[config.mk]
export PLATFORM = sky130hd
export DESIGN_NAME = controller_controller_out_flat
export DESIGN_NICKNAME = d
export VERILOG_FILES = /design/src/rtl/controller_controller_out_if.sv /design/src/rtl/controller_controller_out.sv /design/src/flat_wrapper.sv
export SDC_FILE = /design/constraint.sdc
export NUM_CORES = 1
export LEC_CHECK = 0
export ABC_AREA = 1
export CAP_MARGIN = 15
export CORE_AREA = 2 2 82 84
export DETAILED_ROUTE_END_ITERATION = 7
export DIE_AREA = 0 0 84 86
export HOLD_SLACK_MARGIN = 0.06
export PLACE_DENSITY = 0.77
export RECOVER_POWER = 50
export SETUP_SLACK_MARGIN = 0.1
export SYNTH_ARGS = -nofsm -noshare
export SYNTH_HDL_FRONTEND = slang
export SYNTH_SLANG_ARGS = --single-unit
[constraint.sdc]
create_clock -name clk -period 2.95 [get_ports clk]
set_clock_uncertainty 0.2 [all_clocks]
set_input_delay 0.295 -clock clk [delete_from_list [all_inputs] [get_ports clk]]
set_output_delay 0.295 -clock clk [all_outputs]
set_load 0.01 [all_outputs]
[src/rtl/controller_controller_out_if.sv]
// Button-update strobe, console pins and status for the controller responder.
interface controller_controller_out_if;
  logic        axiiv;
  logic [7:0]  axiid;
  logic        latch;
  logic        pulse;
  logic        data;
  logic [15:0] poll_count;
  logic        stale;

  modport master (
    output axiiv,
    output axiid,
    output latch,
    output pulse,
    input  data,
    input  poll_count,
    input  stale
  );

  modport slave (
    input  axiiv,
    input  axiid,
    input  latch,
    input  pulse,
    output data,
    output poll_count,
    output stale
  );
endinterface

[src/rtl/controller_controller_out.sv]
// NES-style controller responder: holds received buttons and shifts them
// out active-low on the console's latch/pulse polling.
module controller_controller_out #(
  parameter int unsigned STALE_CYCLES = 5_000_000,
  parameter logic        FILL_BIT     = 1'b1
) (
  input  logic clk,
  input  logic rst,
  controller_controller_out_if.slave bus
);

  localparam logic [1:0] S_IDLE  = 2'd0;
  localparam logic [1:0] S_LOAD  = 2'd1;
  localparam logic [1:0] S_SHIFT = 2'd2;
  localparam logic [1:0] S_DONE  = 2'd3;

  localparam int CW = (STALE_CYCLES > 0) ?
                      $clog2(STALE_CYCLES + 1) : 1;
  localparam logic [CW-1:0] STALE_MAX = CW'(STALE_CYCLES);
  localparam logic [CW-1:0] STALE_PRE = STALE_MAX - CW'(1);
  localparam bit STALE_EN = (STALE_CYCLES != 0);

  logic [2:0]    latch_q;
  logic [2:0]    pulse_q;
  logic          latch_s;
  logic          pulse_rise;

  logic [7:0]    held;
  logic [CW-1:0] stale_cnt;
  logic          stale_q;

  logic [1:0]    state;
  logic [7:0]    sr;
  logic [3:0]    idx;
  logic [15:0]   polls;
  logic          data_q;

  // Pins are asynchronous: two stages to settle, a third for the edge.
  always_ff @(posedge clk or posedge rst) begin
    if (rst) begin
      latch_q <= '0;
      pulse_q <= '0;
    end else begin
      latch_q <= {latch_q[1:0], bus.latch};
      pulse_q <= {pulse_q[1:0], bus.pulse};
    end
  end

  assign latch_s    = latch_q[1];
  assign pulse_rise = pulse_q[1] & ~pulse_q[2];

  // A strobe always wins over an expiry landing in the same cycle.
  always_ff @(posedge clk or posedge rst) begin
    if (rst) begin
      held      <= '0;
      stale_cnt <= '0;
      stale_q   <= 1'b0;
    end else if (bus.axiiv) begin
      held      <= bus.axiid;
      stale_cnt <= '0;
      stale_q   <= 1'b0;
    end else if (STALE_EN && stale_cnt != STALE_MAX) begin
      stale_cnt <= stale_cnt + CW'(1);
      if (stale_cnt == STALE_PRE) begin
        held    <= '0;
        stale_q <= 1'b1;
      end
    end
  end

  always_ff @(posedge clk or posedge rst) begin
    if (rst) begin
      state  <= S_IDLE;
      sr     <= '0;
      idx    <= '0;
      polls  <= '0;
      data_q <= 1'b1;
    end else begin
      data_q <= ~sr[0];
      case (state)
        S_IDLE: begin
          if (latch_s) begin
            state <= S_LOAD;
            sr    <= held;
            idx   <= '0;
          end
        end
        S_LOAD: begin
          sr  <= held;
          idx <= '0;
          if (!latch_s) begin
            state <= S_SHIFT;
            polls <= polls + 16'd1;
          end
        end
        S_SHIFT: begin
          if (latch_s) begin
            state <= S_LOAD;
            sr    <= held;
            idx   <= '0;
          end else if (pulse_rise) begin
            sr  <= {FILL_BIT, sr[7:1]};
            idx <= (idx == 4'd8) ? idx : idx + 4'd1;
            if (idx == 4'd7)
              state <= S_DONE;
          end
        end
        S_DONE: begin
          if (latch_s) begin
            state <= S_LOAD;
            sr    <= held;
            idx   <= '0;
          end
        end
        default: state <= S_IDLE;
      endcase
    end
  end

  assign bus.data       = data_q;
  assign bus.poll_count = polls;
  assign bus.stale      = stale_q;

endmodule

[src/flat_wrapper.sv]
// flat-port wrapper written by rule: the top's interface ports become plain ports
module controller_controller_out_flat 
#(
  parameter int unsigned STALE_CYCLES = 5_000_000,
  parameter logic        FILL_BIT     = 1'b1
)
  (clk, rst, bus_axiiv, bus_axiid, bus_latch, bus_pulse, bus_data, bus_poll_count, bus_stale);
  controller_controller_out_if bus_i ();
  input  logic clk;
  input  logic rst;
  input wire logic [$bits(bus_i.axiiv)-1:0] bus_axiiv;
  input wire logic [$bits(bus_i.axiid)-1:0] bus_axiid;
  input wire logic [$bits(bus_i.latch)-1:0] bus_latch;
  input wire logic [$bits(bus_i.pulse)-1:0] bus_pulse;
  output wire logic [$bits(bus_i.data)-1:0] bus_data;
  output wire logic [$bits(bus_i.poll_count)-1:0] bus_poll_count;
  output wire logic [$bits(bus_i.stale)-1:0] bus_stale;
  assign bus_i.axiiv = bus_axiiv;
  assign bus_i.axiid = bus_axiid;
  assign bus_i.latch = bus_latch;
  assign bus_i.pulse = bus_pulse;
  assign bus_data = bus_i.data;
  assign bus_poll_count = bus_i.poll_count;
  assign bus_stale = bus_i.stale;
  controller_controller_out #(.STALE_CYCLES(STALE_CYCLES), .FILL_BIT(FILL_BIT)) u_core (.clk(clk), .rst(rst), .bus(bus_i));
endmodule
# Word level (Yosys, flattened, before mapping)

Index checks and enable logic that the tools add are counted.

Add/subtract/negate cells: 3
Multiply operators: 0
Divide/modulo/power cells: 0
$lt $le $gt $ge: 0
Equality and inequality tests: 12
Shift operators: 0
Mux-type cells: 23
Bitwise logic cells: 4
Reductions and logical operators: 9

Operator list:

| kind                                                            | count |
|---|---|
| 8-bit 2-to-1 mux                                                | 6 |
| 23-bit 2-to-1 mux                                               | 2 |
| 8-bit one-hot mux with 3 select lines                           | 1 |
| 23-bit by 1-bit adder with 23-bit output, second input constant | 1 |
| 23-bit == test, second input constant                           | 1 |
| 23-bit != test, second input constant                           | 1 |
| 16-bit by 1-bit adder with 16-bit output, second input constant | 1 |
| 4-bit 2-to-1 mux                                                | 4 |
| 4-bit one-hot mux with 3 select lines                           | 1 |
| 2-bit 2-to-1 mux                                                | 5 |
| 3-bit by 1-bit != test with 1-bit output, second input constant | 2 |
| 2-bit one-hot mux with 3 select lines                           | 1 |
| 2-bit AND reduction                                             | 3 |
| 4-bit by 1-bit adder with 4-bit output, second input constant   | 1 |
| 2-bit == test, second input constant                            | 2 |
| 4-bit by 3-bit == test with 1-bit output, second input constant | 1 |
| 4-bit == test, second input constant                            | 1 |
| 4-bit AND reduction                                             | 1 |
| 2-bit nonzero test                                              | 2 |
| 1-bit 2-to-1 mux                                                | 3 |
| 3-bit by 2-bit != test with 1-bit output, second input constant | 1 |
| 1-bit NOT                                                       | 3 |
| 3-bit AND reduction                                             | 1 |
| 2-bit by 1-bit == test with 1-bit output, second input constant | 1 |
| other kinds (5)                                                 | 5 |

Bits in registers: 68
Bits in latches: 0
RAM bits: 0
Memory bits (read-only): 0
Input bits: 13
Output and inout port bits: 18
Memories: 0

# Logic depth before layout (Yosys ltp)

Word-level depth: 5
Mapped depth: 10
Gate-level depth less buffers: 10

# Least setup slack after synthesis

Ideal clock, no wire load.

Path kind: register to register
Start point: reg u_core.state[0]
End point: reg u_core.sr[0]
Arrival time: 1.383 ns
Slack: 1.236 ns
Stages on the path, launching flop included: 9
Path buffers: 1
Clock period less this slack: 1.714 ns
Cell sequence: dfrtp_1 inv_1 ha_1 nor2_1 nor2_1 nand2_1 buf_2 o211ai_1 o21ai_0

Word-level cells in the longest chain between the ends: 4
Elaborated cells between the ends (all ways): 9
Those cells by class: 5 x eq/ne; 1 x mux; 3 x reduce/logical

Ends and longest elaborated chain:

| what                                                    | line                            | text |
|---|---|---|
| start, declared                                         | controller_controller_out.sv:32 | `logic [1:0] state;` |
| start signal, assigned                                  | controller_controller_out.sv:73 | `state <= S_IDLE;` |
| start signal, assigned                                  | controller_controller_out.sv:83 | `state <= S_LOAD;` |
| start signal, assigned                                  | controller_controller_out.sv:92 | `state <= S_SHIFT;` |
| 2-bit == test / 2-bit zero test (equally long branches) | controller_controller_out.sv:80 | `case (state)` |
| 2-bit OR reduction (no line)                            | -                               |  |
| 2-bit by 1-bit != test with 1-bit output (no line)      | -                               |  |
| 2-bit AND reduction (no line)                           | -                               |  |
| end signal, assigned                                    | controller_controller_out.sv:84 | `sr <= held;` |
| end signal, assigned                                    | controller_controller_out.sv:89 | `sr <= held;` |
| end signal, assigned                                    | controller_controller_out.sv:99 | `sr <= held;` |
| end, declared                                           | controller_controller_out.sv:33 | `logic [7:0] sr;` |

Several ways; a longest one is shown, not always the timed one.
A chain may end at the register's enable or synchronous reset.

# Worst setup path after layout

Start point: reg u_core.state[0]
End point: reg u_core.state[1]

Word-level cells in the longest chain between the ends: 4
Elaborated cells between the ends (all ways): 11
Those cells by class: 7 x eq/ne; 1 x mux; 3 x reduce/logical

Ends and longest elaborated chain:

| what                                                    | line |
|---|---|
| 2-bit == test / 2-bit zero test (equally long branches) | controller_controller_out.sv:80 |
| 2-bit OR reduction (no line)                            | - |
| 2-bit by 1-bit != test with 1-bit output (no line)      | - |
| 4-bit AND reduction (no line)                           | - |

Several ways; a longest one is shown, not always the timed one.

==> summary.txt <==
Run status
  • Outcome: finished, final reports clean

Global routing
  • First-pass GRT wire length: roughly 12 mm
  • Antenna violations before repair: 0
  • Largest net degree at the start of global routing: 41
  • Grt total ovfl: 0
  • Gr usage total: about a fifth
  • Number of global-route vias before repair: 2825

Floorplanning
  • Die ar.: 7220 um^2
  • Die H: 86 um
  • Placeable Area: about 6300 um^2
  • Die Width: roughly 84 um
  • Initial Util: 55.9%
  • IO Pins: 31
  • Site row count: 29

Finish
  • Inserted Diodes: 0
  • Commonest non-fill, non-tap cell in the layout: nand2_1
  • Synthesis-to-layout area growth: 16.4%
  • Layout cells sized above 1: 7.60%
  • Most frequent cells in the layout: nand2_1 (123), dfrtp_1 (67), nor2_1 (64), inv_1 (60), clkdlybuf4s50_1 (27)
  • Fin nets: 503
  • Cell area after layout: 4080 um^2
  • Fillers: roughly 540

Detailed routing
  • Wire per inst: ~12 um
  • Total number of vias: around 2900
  • Post-route antenna net violation count: 0
  • DRC: 0
  • Pre-Repair DR Iteration Count: 5
  • Detailed Route WL: 6.86 mm
  • Drt via density: 5.07
  • DR iter-0 viols: 157

Timing
  • Final worst path period share: 72.3%
  • Slew headroom: 25.2%
  • Slew Viols, Final: 0
  • Final hold vios: 0
  • RSZ-0062 raised after global routing: no
  • Slew @ Worst Pin: around 1.1 ns
  • FMAX: around 0.47 GHz
  • Min cycle time layout: 2.13 ns
  • Setup tns final: 0 ns
  • Final setup vio count: 0

CTS
  • # clock sinks: about 70
  • CTS tree: built
  • Clock root cell: clkbuf_8
  • Clk Latency, worst-skew pair: 0.34 ns
  • Clk pin slew, worst setup/hold paths: 0.07 ns
  • Setup Fix Bufs, Post-CTS: 0
  • CTS HTree Levels: 3
  • Post-cts hold buffer count: 0
  • CTS buffer count: 9
  • Maximum root-to-sink buffer count: 2
  • Cts repair resizes: 0

Critical path
  • Critical path launch point type: register
  • Critical path class: register to register
  • Crit path largest cell delay: roughly 0.40 ns
  • CP max FO: 18
  • Critical path arrival: roughly 2.1 ns
  • Crit. End Element: register
  • Req. time, crit path: approximately 3.0 ns
  • Critical Path, Cell by Cell: inv_1 > ha_1 > nor2_1 > nor2_1 > nand2_1 > o211ai_1 > nand2_1 > o21ai_0
  • Slowest cell on crit path: dfrtp_1

Pwr
  • Max VDD drop: between 300 and 400 uV
  • Combinational fraction of design power: about 22%
  • Internal: 1.68 mW
  • Power Density: 596 nW/um^2
  • Leakage: between 1.5 and 2 nW
  • Clock Power Share: 30.4%
  • Seq pwr share: 47.3%
  • Sw frac: 31.0%
  • P_sw: ~0.75 mW
  • Total power: roughly 2.4 mW

Logic synthesis
  • Sequential fraction of the synthesis area: between 40% and 50%
  • Mapped Cells: 445
  • Post-synth EDFFs: 0
  • Asr flop ratio synth: 100%
  • Mapped cell area: about 3500 um^2
  • Syn Nets: ~470
  • Warnings, synthesis: 0
  • Primary FF master, synth: dfrtp_1
  • Seq cells post-synth: 68
  • Mean Syn Cell Area: 7.88 um^2
  • Synth cell types: 26

Placement
  • Final Wtd Congestion: 0.852
  • I/O Buffers: 30
  • Post-DP HPWL: 4.89 mm
  • Dpl cell area: 3910 um^2

Run
  • Max-cap violations: 0

Hold path
  • Min-delay worst type: register to register
## path summary, 6_finish.rpt
kind                                        start                       end  slack [ns]  cells after the start
worst max-delay path              u_core.state[0]           u_core.state[1]        0.82                      8
worst min-delay path            u_core.latch_q[0]         u_core.latch_q[1]        0.16                      0
worst max register to register    u_core.state[0]           u_core.state[1]        0.82                      8
worst min register to register  u_core.latch_q[0]         u_core.latch_q[1]        0.16                      0
max in group asynchronous                     rst           u_core.bus.data        1.23                      3
min in group asynchronous                     rst  u_core.bus.poll_count[0]        0.48                      2
## power by group through the flow
stage	logic, mW	registers [mW]	clock network, mW
after CTS	0.559	1.15	0.761
after detailed placement	0.551	1.17	0
final	0.543	1.15	0.740
after floorplan	0.362	1.17	0
after global placement	0.525	1.16	0
after global routing	0.626	1.17	0.805
## logic make-up (layout without fill, tap and decap cells)
family,after synthesis,count (layout),share of synthesized area [%]
and+or+nand+nor,247,247,31.3
adders and majority gates,8,8,2.85
buffers and inverters,68,110,7.38
DFF,68,68,48.6
xor gates and xnor gates,14,14,3.50
AOI/OAI and AO/OA,40,40,6.39
## area by class of cell
type                            instances  area, um^2  area share, %
Multi-Input combinational cell        309        1530           37.5
Sequential cell                        68        1700           41.7
Inverter                               61         229           5.61
Tap cell                               77        96.3           2.36
Clock inverter                          7        66.3           1.62
Timing Repair Buffer                   33         335           8.21
Clock buffer                            9         124           3.03
## per-layer routing
metal  wire [um]  track usage [%]  vias to the layer above
li1            -                -                     1469
met1        3260             27.1                     1334
met4          74             7.62                        0
met2        3280             36.0                       49
met5           0                0                        -
met3         242             4.23                        6
## cell usage after synthesis, types with 3 or more instances
library cell,count,area [um^2]
a21oi_1,10,50.1
buf_2,3,15.0
clkbuf_1,4,15.0
dfrtp_1,67,1680
ha_1,8,100
inv_1,60,225
nand2_1,122,458
nand2_2,3,18.8
nand3_1,26,130
nand4_1,11,68.8
nor2_1,63,236
nor2_2,4,25.0
nor2_4,6,67.6
nor3_1,7,35.0
o211ai_1,8,60.1
o21ai_0,21,105
xnor2_1,7,61.3
xor2_1,7,61.3
## metrics by stage
| step | utilization (%) | setup WS, ns | instances | hold slack, ns |
|---|---|---|---|---|
| finish | 65.1 | 0.817 | 564 | 0.158 |
| global route | 65.1 | 0.604 | 564 | 0.169 |
| CTS | 65.3 | 0.838 | 564 | 0.161 |
| detailed placement | 62.3 | 0.857 | 548 | 0.138 |
| global placement | 62.3 | 0.949 | 548 | 0.134 |
| floorplan | - | 0.745 | 445 | 0.126 |
## worst max-delay path, delay by kind of cell, from the launching register on
kind	cells	cell delay (ns)
AO/OA/AOI/OAI	2	0.35
adder cells (fa/ha/maj)	1	0.31
buffers and inverters	1	0.06
flip-flops	1	0.40
AND/OR/NAND/NOR	4	0.70
## state kept, by name (all words and copies together) (netlist names)
| signal | cells |
|---|---|
| u_core.bus.stale | 1 |
| u_core.held | 8 |
| u_core.pulse_q | 3 |
| u_core.sr | 8 |
| u_core.state | 2 |
| u_core.stale_cnt | 23 |
| u_core.bus.poll_count | 16 |
| u_core.latch_q | 2 |
| u_core.bus.data | 1 |
| u_core.idx | 4 |
Power figures use the tool's default switching activity.
